<file path="src/rtl/train_crossing_pkg.sv">
// Shared types and constants for the multi-track level-crossing controller.
package train_crossing_pkg;

  typedef enum logic [2:0] {
    ST_IDLE   = 3'd0,
    ST_WARN   = 3'd1,
    ST_CLOSED = 3'd2,
    ST_HOLD   = 3'd3,
    ST_FAULT  = 3'd4
  } state_e;

  localparam int DEF_N_TRACKS          = 2;
  localparam int DEF_WARN_CYCLES       = 8;
  localparam int DEF_CLEAR_HOLD_CYCLES = 4;
  localparam int DEF_TIMEOUT_CYCLES    = 1024;

  // Wide enough to hold the longest phase length without wrapping.
  function automatic int timer_width(input int a, input int b, input int c);
    int m;
    m = a;
    if (b > m) m = b;
    if (c > m) m = c;
    return $clog2(m + 1);
  endfunction

endpackage

</file>
<file path="src/rtl/train_crossing_mt_timer.sv">
// Clear/enable saturating up-counter with a terminal-count compare.
module crossing_timer #(
  parameter int WIDTH = 4
) (
  input  logic             clk,
  input  logic             rst,
  input  logic             clr_i,
  input  logic             en_i,
  input  logic [WIDTH-1:0] term_i,
  output logic             hit_o
);

  logic [WIDTH-1:0] count_q;
  logic [WIDTH-1:0] count_d;

  always_comb begin
    count_d = count_q;
    if (clr_i) begin
      count_d = '0;
    end else if (en_i && (count_q != {WIDTH{1'b1}})) begin
      count_d = count_q + 1'b1;
    end
  end

  always_ff @(posedge clk) begin
    if (rst) begin
      count_q <= '0;
    end else begin
      count_q <= count_d;
    end
  end

  assign hit_o = (count_q == term_i);

endmodule

</file>
<file path="src/rtl/train_crossing_mt.sv">
// Multi-track crossing controller: per-track occupancy, warn/close/hold sequencing
// and a latched timeout fault. All outputs decode the registered state.
module train_crossing_mt
  import train_crossing_pkg::*;
#(
  parameter int N_TRACKS          = DEF_N_TRACKS,
  parameter int WARN_CYCLES       = DEF_WARN_CYCLES,
  parameter int CLEAR_HOLD_CYCLES = DEF_CLEAR_HOLD_CYCLES,
  parameter int TIMEOUT_CYCLES    = DEF_TIMEOUT_CYCLES
) (
  input  logic                clk,
  input  logic                rst,
  input  logic [N_TRACKS-1:0] train_sensor,
  input  logic [N_TRACKS-1:0] train_clear,
  output logic                gate,
  output logic                warn_light,
  output logic [N_TRACKS-1:0] occupied,
  output logic                fault,
  output logic [2:0]          state_dbg
);

  localparam int TW = timer_width(WARN_CYCLES, CLEAR_HOLD_CYCLES, TIMEOUT_CYCLES);
  // The timer reads 0 on the first cycle of a state, so term = length - 1.
  localparam logic [TW-1:0] WARN_TERM    = TW'(WARN_CYCLES - 1);
  localparam logic [TW-1:0] HOLD_TERM    = TW'(CLEAR_HOLD_CYCLES - 1);
  localparam logic [TW-1:0] TIMEOUT_TERM = TW'(TIMEOUT_CYCLES - 1);

  state_e              state_q;
  state_e              state_d;
  logic [N_TRACKS-1:0] occ_q;
  logic [N_TRACKS-1:0] occ_d;
  logic                any_sensor;
  logic                all_clear;
  logic                timer_clr;
  logic                timer_en;
  logic                timer_hit;
  logic [TW-1:0]       timer_term;

  // Sensor beats clear on the same track in the same cycle.
  assign occ_d      = train_sensor | (occ_q & ~train_clear);
  assign any_sensor = |train_sensor;
  assign all_clear  = (occ_d == '0);

  always_comb begin
    state_d = state_q;
    case (state_q)
      ST_IDLE:   if (any_sensor) state_d = ST_WARN;
      ST_WARN:   if (timer_hit) state_d = ST_CLOSED;
      ST_CLOSED: begin
        if (all_clear) state_d = ST_HOLD;
        else if (timer_hit) state_d = ST_FAULT;
      end
      ST_HOLD: begin
        if (any_sensor) state_d = ST_CLOSED;
        else if (timer_hit) state_d = ST_IDLE;
      end
      ST_FAULT:  state_d = ST_FAULT;
      default:   state_d = ST_IDLE;
    endcase
  end

  always_comb begin
    timer_term = '0;
    case (state_q)
      ST_WARN:   timer_term = WARN_TERM;
      ST_CLOSED: timer_term = TIMEOUT_TERM;
      ST_HOLD:   timer_term = HOLD_TERM;
      default:   timer_term = '0;
    endcase
  end

  assign timer_clr = (state_d != state_q);
  assign timer_en  = (state_q != ST_IDLE);

  crossing_timer #(
    .WIDTH(TW)
  ) u_timer (
    .clk    (clk),
    .rst    (rst),
    .clr_i  (timer_clr),
    .en_i   (timer_en),
    .term_i (timer_term),
    .hit_o  (timer_hit)
  );

  always_ff @(posedge clk) begin
    if (rst) begin
      state_q <= ST_IDLE;
      occ_q   <= '0;
    end else begin
      state_q <= state_d;
      occ_q   <= occ_d;
    end
  end

  assign warn_light = (state_q != ST_IDLE);
  assign gate       = (state_q == ST_CLOSED) || (state_q == ST_HOLD) || (state_q == ST_FAULT);
  assign fault      = (state_q == ST_FAULT);
  assign occupied   = occ_q;
  assign state_dbg  = state_q;

endmodule
</file>
<file path="config.mk">
export PLATFORM = sky130hd
export DESIGN_NAME = train_crossing_mt
export DESIGN_NICKNAME = d
export VERILOG_FILES = /design/src/rtl/train_crossing_pkg.sv /design/src/rtl/train_crossing_mt_timer.sv /design/src/rtl/train_crossing_mt.sv
export SDC_FILE = /design/constraint.sdc
export NUM_CORES = 1
export LEC_CHECK = 0
export BUFFER_PORTS_ARGS = -buffer_cell sky130_fd_sc_hd__clkbuf_2
export CAP_MARGIN = 40
export CORE_MARGIN = 3
export CORE_UTILIZATION = 58
export CTS_CLUSTER_SIZE = 12
export DETAILED_ROUTE_END_ITERATION = 10
export GPL_ROUTABILITY_DRIVEN = 0
export PLACE_DENSITY_LB_ADDON = 0.25
export SLEW_MARGIN = 10
export SYNTH_ARGS = -nofsm -noshare
export SYNTH_HDL_FRONTEND = slang
export SYNTH_SLANG_ARGS = --single-unit
</file>
<file path="constraint.sdc">
create_clock -name clk -period 3.95 [get_ports clk]
set_clock_uncertainty 0.2 [all_clocks]
set_input_delay 0.79 -clock clk [delete_from_list [all_inputs] [get_ports clk]]
set_output_delay 0.79 -clock clk [all_outputs]
set_load 0.01 [all_outputs]
</file>
==> results.py <==
metrics = {
    "synth": {
        "ys_types": 40,
        "netlist_instances": 115,
        "synth_top_area_cell": "dfxtp_1",
        "syn_avg_cell_area_um2": 8.17,
        "syn_area_um2": 940,
        "syn-num-nets": 122,
        "seq_area_frac_synth": 0.341,
        "yosysWarnings": 0,
        "synth-seq-cells": 16,
        "synth_top_area_share": 0.341,
        "synth_area_leaders": "dfxtp_1, xor2_1, nor3_1",
    },
    "setup_path": {
        "end_kind": "output port",
        "cp-start-kind": "flop",
        "worstPathMaxFanout": 18,
        "reg2reg_depth": 5,
        "cp_slowest_stage_delay_ns": 0.49,
        "crit_type": "flop to output port",
        "cp_slowest_cell": "dfxtp_1",
        "crit_chain": "nor3_1 > inv_1 > clkbuf_2",
        "required_ns": 2.96,
        "arrival_ns": 1.58,
    },
    "placement": {
        "port_buffers": 13,
        "dp_cells": 139,
        "hpwl_um": 1620,
        "dp_slack_ns": 1.49,
    },
    "sta": {
        "hold_viol": 0,
        "relSlewSlack": 0.625,
        "period_minus_slack_ns": 2.57,
        "setup_ws_ns": 1.38,
        "worst_slew_pin_slew_ns": 0.562,
        "rsz0062_at_grt": "false",
        "slew_viol_final": 0,
        "setup_viol_count_final": 0,
        "fmax_ghz": 0.390,
        "hold_slack_ns": 0.381,
        "post-route-period-util": 0.650,
        "finalSetupTns_ns": 0,
    },
    "min_path": {
        "min_path_type": "flop to flop",
        "whs_path_depth": 2,
    },
    "global_routing": {
        "antenna_found_initial": 0,
        "grt_util_met2": 0.398,
        "top_usage_layer": "met2",
        "grtUsageMet3": 0.0352,
        "grt_max_degree": 19,
        "use_met1": 0.320,
        "grt.total_usage": 0.244,
        "grt_pass1_wl_um": 3820,
        "grt_pass1_vias": 878,
        "grt_overflow_total": 0,
    },
    "final_layout": {
        "drive_above_1_share": 0.150,
        "fin_nets": 136,
        "area_growth_pct": 9.32,
        "nFillCells": 112,
        "final_cells": 142,
        "antenna_cells": 0,
        "final_cell_mix": "dfxtp_1, clkbuf_2, nor2_1",
        "layout.cells.most_common": "dfxtp_1",
    },
    "floorplan": {
        "die_h_um": 46.3,
        "io_pins": 14,
        "die_area_um2": 2140,
        "initial_core_util": 0.664,
        "fp.coreArea_um2": 1420,
        "rows": 13,
        "die_w_um": 46.3,
    },
    "routing": {
        "firstDrtPassIters": 4,
        "drt-initial-drc-count": 51,
        "routed_wl_um": 2240,
        "drc_errors": 0,
        "vias": 969,
        "via_per_inst": 6.82,
        "routedWlPerCell_um": 15.8,
        "antenna_left": 0,
    },
    "clocking": {
        "htree_levels": 1,
        "cts_setup_buffers": 0,
        "clk_pin_slew_worst_paths_ns": 0.09,
        "cts_tree": "built",
        "cts_max_path_buffers": 2,
        "post_cts_resized": 0,
        "cts_buffers": 3,
        "cts_sinks": 16,
        "clock_latency_ns": 0.28,
        "cts_hold_buf": 0,
        "cts-root-buf": "clkbuf_4",
    },
    "run": {
        "maxCapViolations": 0,
    },
    "pwr": {
        "leakage_nw": 0.363,
        "power_density_nw_per_um2": 598,
        "ir_drop_uv": 416,
        "p_total_uw": 615,
    },
    "run_status": {
        "outcome": "complete, no violations",
    },
}
metrics by stage:
stage | util | instance area (um^2)
2_1_floorplan | - | 940
3_3_place_gp | 0.710 | 1000
3_5_place_dp | 0.710 | 1000
4_1_cts | 0.726 | 1030
5_1_grt | 0.726 | 1030
6_report | 0.726 | 1030
report_power, final:
group | total [mW] | internal (mW) | leakage (nW) | switching, mW
clock network | 0.0823 | 0.0354 | 0.0138 | 0.0469
registers | 0.233 | 0.179 | 0.130 | 0.0535
logic | 0.299 | 0.125 | 0.219 | 0.175
total | 0.615 | 0.339 | 0.363 | 0.275
worst paths after layout:
path / startpoint / endpoint / slack [ns]
worst max-delay path: state_dbg[1] / warn_light / 1.38
worst min-delay path: u_timer.count_q[10] / u_timer.count_q[10] / 0.38
worst max register to register: state_dbg[1] / state_dbg[2] / 1.55
worst min register to register: u_timer.count_q[10] / u_timer.count_q[10] / 0.38
area by class of cell:
cell class / instances / area, um^2 / area share
multi-input combinational: 91 / 586 / 0.570
sequential: 16 / 320 / 0.312
timing repair buffer: 13 / 65.1 / 0.0633
clock buffer: 3 / 22.5 / 0.0219
tap: 15 / 18.8 / 0.0183
inverter: 4 / 15.0 / 0.0146
cell families after synthesis:
group | count (synthesis) | synth area share
fa+ha+maj | 1 | 0.0133
compound gates | 31 | 0.232
mux | 1 | 0.0107
buf+inv | 8 | 0.0359
xor+xnor | 7 | 0.0652
simple gates | 51 | 0.302
flops | 16 | 0.341
synth_stat cells:
cell type and instances:
nand2_1 6, xnor2_1 2, nor3b_1 3, buf_2 3, a21oi_1 7, nor3_1 8, and2_1 2, nand3_1 5
nor2b_1 2, a31oi_1 2, a211oi_2 1, clkbuf_1 1, a221o_1 1, o221ai_2 1, or3b_1 1, o21a_1 2
o21bai_1 1, ha_1 1, inv_1 4, o22a_1 1, and4b_1 1, o31a_1 1, nor4_1 3, o32a_1 1
mux2i_1 1, xor2_1 5, o21ai_0 7, and4_1 1, nand4_1 4, o211ai_1 1, a21o_1 1, o21ai_1 1
o31ai_1 1, o2111a_1 1, or4_1 2, nor3b_2 1, o41ai_1 1, dfxtp_1 16, nor2_1 10, and3_1 2
routing by layer:
| metal | share of wire | wire length [um] |
|---|---|---|
| met1 | 0.43 | 972 |
| met2 | 0.46 | 1030 |
| met3 | 0.084 | 187 |
| met4 | 0.021 | 46 |
| met5 | 0 | 0 |
registers in the layout (all words and copies together), names as in the netlist:
| name | cells |
|---|---|
| state_dbg | 3 |
| occupied | 2 |
| u_timer.count_q | 11 |
critical path: cells and delay by family, from the launching register on:
family	cells	cell delay, ns
simple gates	1	0.47
buf+inv	2	0.33
flops	1	0.49
No activity file was read; power rests on OpenSTA's default activity.
